===== config.mk =====
export PLATFORM = sky130hd
export DESIGN_NAME = tmu2_unpack
export DESIGN_NICKNAME = d
export VERILOG_FILES = /design/src/rtl/tmu2_unpack.sv
export SDC_FILE = /design/constraint.sdc
export NUM_CORES = 1
export LEC_CHECK = 0
export BUFFER_PORTS_ARGS = -buffer_cell sky130_fd_sc_hd__buf_4
export CAP_MARGIN = 25
export CORE_UTILIZATION = 45
export CTS_CLUSTER_SIZE = 10
export DETAILED_ROUTE_END_ITERATION = 8
export PLACE_DENSITY = 0.76
export REMOVE_ABC_BUFFERS = 1
export SKIP_CTS_REPAIR_TIMING = 1
export SYNTH_ARGS = -nofsm -noshare
export SYNTH_HDL_FRONTEND = slang
export SYNTH_SLANG_ARGS = --single-unit

===== constraint.sdc =====
create_clock -name sys_clk -period 4.19 [get_ports sys_clk]
set_input_delay 0.838 -clock sys_clk [delete_from_list [all_inputs] [get_ports sys_clk]]
set_output_delay 0.838 -clock sys_clk [all_outputs]
set_load 0.05 [all_outputs]

===== src/rtl/tmu2_unpack.sv =====
// tmu2_unpack -- wide-to-narrow pipeline down-converter for the TMU2 datapath.
//
// Accepts one wide word (width * 2**log2count bits) per upstream stb/ack
// handshake and replays it downstream as 2**log2count narrow words, lowest
// slice first, sustaining one narrow word per cycle with no bubbles between
// consecutive wide words.
//
// Ports:
//   sys_clk     system clock, all state on the rising edge
//   sys_rst_n   asynchronous active-low reset
//   busy        high while any slice of a wide word is still pending
//   pipe_stb_i  upstream strobe, dat_i valid
//   pipe_ack_o  upstream acknowledge
//   dat_i       wide word; slice k is dat_i[k*width +: width]
//   pipe_stb_o  downstream strobe, dat_o valid
//   pipe_ack_i  downstream acknowledge
//   dat_o       current narrow word
//   last_o      dat_o is the final slice of its wide word (qualified by pipe_stb_o)
module tmu2_unpack #(
   parameter int unsigned width     = 16,
   parameter int unsigned log2count = 2
) (
   input  logic                                sys_clk,
   input  logic                                sys_rst_n,
   output logic                                busy,

   input  logic                                pipe_stb_i,
   output logic                                pipe_ack_o,
   input  logic [width*(1 << log2count)-1:0]   dat_i,

   output logic                                pipe_stb_o,
   input  logic                                pipe_ack_i,
   output logic [width-1:0]                    dat_o,
   output logic                                last_o
);

   localparam int unsigned count = 1 << log2count;
   localparam logic [log2count-1:0] last_index = '1;

   logic [width*count-1:0] hold;
   logic [log2count-1:0]   index;
   logic                   valid;
   logic                   inc;
   logic                   dec;

   assign pipe_stb_o = valid;
   assign busy       = valid;
   assign dat_o      = hold[index*width +: width];
   assign last_o     = (index == last_index);

   // Combinational path from pipe_ack_i: the next wide word is accepted on
   // the same edge that consumes the final slice, so there is no idle cycle.
   assign pipe_ack_o = ~valid | (last_o & pipe_ack_i);

   assign inc = pipe_stb_i & pipe_ack_o;
   assign dec = pipe_stb_o & pipe_ack_i;

   always_ff @(posedge sys_clk or negedge sys_rst_n) begin
      if (!sys_rst_n) begin
         hold  <= '0;
         index <= '0;
         valid <= 1'b0;
      end else if (inc) begin
         // Covers both an idle load and a last-slice consume with a new load.
         hold  <= dat_i;
         index <= '0;
         valid <= 1'b1;
      end else if (dec && !last_o) begin
         index <= index + 1'b1;
      end else if (dec && last_o) begin
         valid <= 1'b0;
         index <= '0;
      end
   end

endmodule


==> impl_results.md <==
- Ys Warns: 0
- FMAX: ~0.36 GHz
- Internal power: about 2.3 mW
- Sequential power share: 29.6%
- Max Transition Viols Final: 0
- Ant. Diodes: 0
- Die height: 94.6 microns
- Synth top area share: around 43%
- Synth cell types: 19
- Critical path's slowest cell: mux4_2
- Logic pwr share: approximately 57%
- Critical Path Start Type: flop
- Worst-path fanout max: 17
- Endpoints failing setup: 0
- LEAKAGE: around 2.2 nW
- Top-count cell post-synth: dfrtp_1
- DRT Pass-1 Iters: 6
- Pwr/cell area: a little over 800 nW/um^2
- GR peak layer: met2
- Top cells by count, synth: 67 x dfrtp_1, 65 x inv_1, 65 x nand2_1
- FFs w/ async S/R, synth: 100%
- Area leader, netlist: dfrtp_1
- Htree depth: 3
- Outcome: complete, no violations
- Core area: around 8300 sq um
- Row count: 33
- Synthesized area: slightly below 4000 sq um
- PortBufs: between 80 and 90
- Pin count of the biggest net entering global routing: ~70
- WL final: 7850 microns
- Vias per cell: 5.29
- Vias: 2643
- Area Overhead vs Synth: 22.0%
- Cell area after layout: around 4700 sq um
- Syn_area_per_cell: ~12 sq um
- Final hold violations: 0
- CTS tree: yes
- Critical Path RT: between 3000 and 4000 ps
- Die width: between 90 and 100 microns
- Wirelength per Cell: 15.7 microns
- Most repeated library cell on the critical path: buf_4
- Clock buffer depth: 2
- Syn Inst Count: 320
- RSZ-0062 raised after global routing: no
- Met3 Usage GRT: 2.82%
- Die area: 8940 sq um
- Sequential-to-total area share from yosys stat: a little over two fifths
- DPL Wire Length: between 4000 and 5000 microns
- Total CTS buffers: 9
- 1st-iter DRT viols: about 150
- Placed Area: around 4500 sq um
- Clock power share: between 10% and 20%
- Final Util: a little under three fifths
- Initial Utilization: a little under half
- Worst-path cell chain: buf_4, mux4_2, buf_4
- Worst-skew pair later-pin latency: roughly 330 ps
- Number of flops mapped to enable cells by yosys: 0
- Root Buffer: clkbuf_8
- MaxCap Viol Count: 0
- Actual slew at the worst max-slew pin: approximately 1000 ps
- Remaining DRCs: 0
- Clk pin slew, worst setup/hold paths: about 70 ps
- Worst path max stage delay: approximately 580 ps
- Worst Setup End Kind: output pin
- FF+latch count, synth: between 60 and 70
- Max-slew headroom: 33.5%
- Vias in the first global route: 2583
- Tcrit/Tclk final: approximately two thirds
- Grt ovf: 0
- Fin crit period: 2770 ps
- Clock Sinks: 67
- Peak supply drop: approximately 0.46 mV
- Hold WC Path Type: reg2reg
- Met1 Use GR: between 20% and 30%
- Most used flip-flop cell after synthesis: dfrtp_1
- Layout cells sized above 1: between 40% and 50%
- # IOs: 88
- Largest cells by area after synthesis: dfrtp_1 43%, o32ai_2 25%, mux4_2 9.3%
- Net switching power: between 1.5 and 2 mW
- Worst Path Arrival: ~1900 ps
- Met2 Track Usage GR: 28.9%
- Initial antenna violation count: 0
- Fin Clk Skew: around 5.6 ps
- Final nets: 460
- Number of routed nets with antenna violations: 0
- Filler Cells Inserted: 749
- GP Congestion: 0.719
- Sw Ratio: between 40% and 50%
- First-pass GRT wire length: about 12000 microns
- GRT Util Overall: roughly 18%
- Worst Setup Path Type: reg2out
## power groups by stage
stage	clock network, mW	logic (mW)	registers (mW)
after floorplan	0	1.64	1.15
final	0.516	2.16	1.12
after detailed placement	0	2.17	1.14
after CTS	0.531	2.17	1.13
after global placement	0	2.13	1.12
after global routing	0.556	2.28	1.17
## routing by layer
metal,vias up,routed length (microns)
met2,64,3900
met4,0,168
met5,-,0
li1,1266,-
met3,15,352
met1,1298,3430
## stage by stage
step,power (mW),cells,hold WS (ps),setup TNS (ps),worst slack [ps]
2_1_floorplan,2.79,287,519,-59970,-1290
3_3_place_gp,3.25,484,528,0,1450
3_5_place_dp,3.30,484,533,0,1410
4_1_cts,3.83,499,543,0,1410
5_1_grt,4.01,500,565,0,1350
6_report,3.80,500,544,0,1420
## flip-flops by register name, summed over array words and instances (netlist names)
name / flops
index: 2
hold: 64
busy: 1
## worst paths after layout
kind | to | slack [ps] | depth (start not counted) | from
setup / recovery | dat_o[1] | 1420 | 3 | index[0]$_DFFE_PN0P_
hold / removal | hold[37]$_DFFE_PN0P_ | 540 | 2 | hold[37]$_DFFE_PN0P_
setup reg to reg | hold[36]$_DFFE_PN0P_ | 1840 | 5 | index[0]$_DFFE_PN0P_
hold reg to reg | hold[37]$_DFFE_PN0P_ | 540 | 2 | hold[37]$_DFFE_PN0P_
max in group asynchronous | hold[22]$_DFFE_PN0P_ | 3000 | 1 | sys_rst_n
min in group asynchronous | hold[8]$_DFFE_PN0P_ | 590 | 1 | sys_rst_n
## logic make-up (layout without fill, tap and decap cells)
| family | count (synthesis) | count (layout) | synth area share, % |
|---|---|---|---|
| AND/OR/NAND/NOR | 71 | 71 | 7.50 |
| flip-flops | 67 | 67 | 43.5 |
| multiplexers | 16 | 16 | 9.35 |
| AO/OA/AOI/OAI | 67 | 67 | 27.0 |
| buffers and inverters | 98 | 173 | 12.4 |
| adder cells (fa/ha/maj) | 1 | 1 | 0.325 |
## critical path: cells and delay by family, from the launching register on
family	cells	cell delay, ps
muxes	1	580
buffers and inverters	2	580
DFF	1	430
## area by class of cell
cell class                      instances  area (sq um)  area share, %
Clock buffer                           14           193           4.10
Clock inverter                          1          5.00          0.106
Inverter                               65           244           5.19
Multi-Input combinational cell        155          1720           36.6
Sequential cell                        67          1680           35.7
Tap cell                              105           131           2.79
Timing Repair Buffer                   93           731           15.5
## cells in the final DEF (no fill, tap or decap), types with 2 or more instances in the layout
cell,synthesis,routed
clkbuf_8,0,14
inv_1,65,65
o32ai_1,4,4
mux4_2,16,16
nand2_1,65,65
o32ai_2,60,60
a31o_2,2,2
buf_4,6,91
dfrtp_1,67,67
Power figures use the tool's default switching activity.
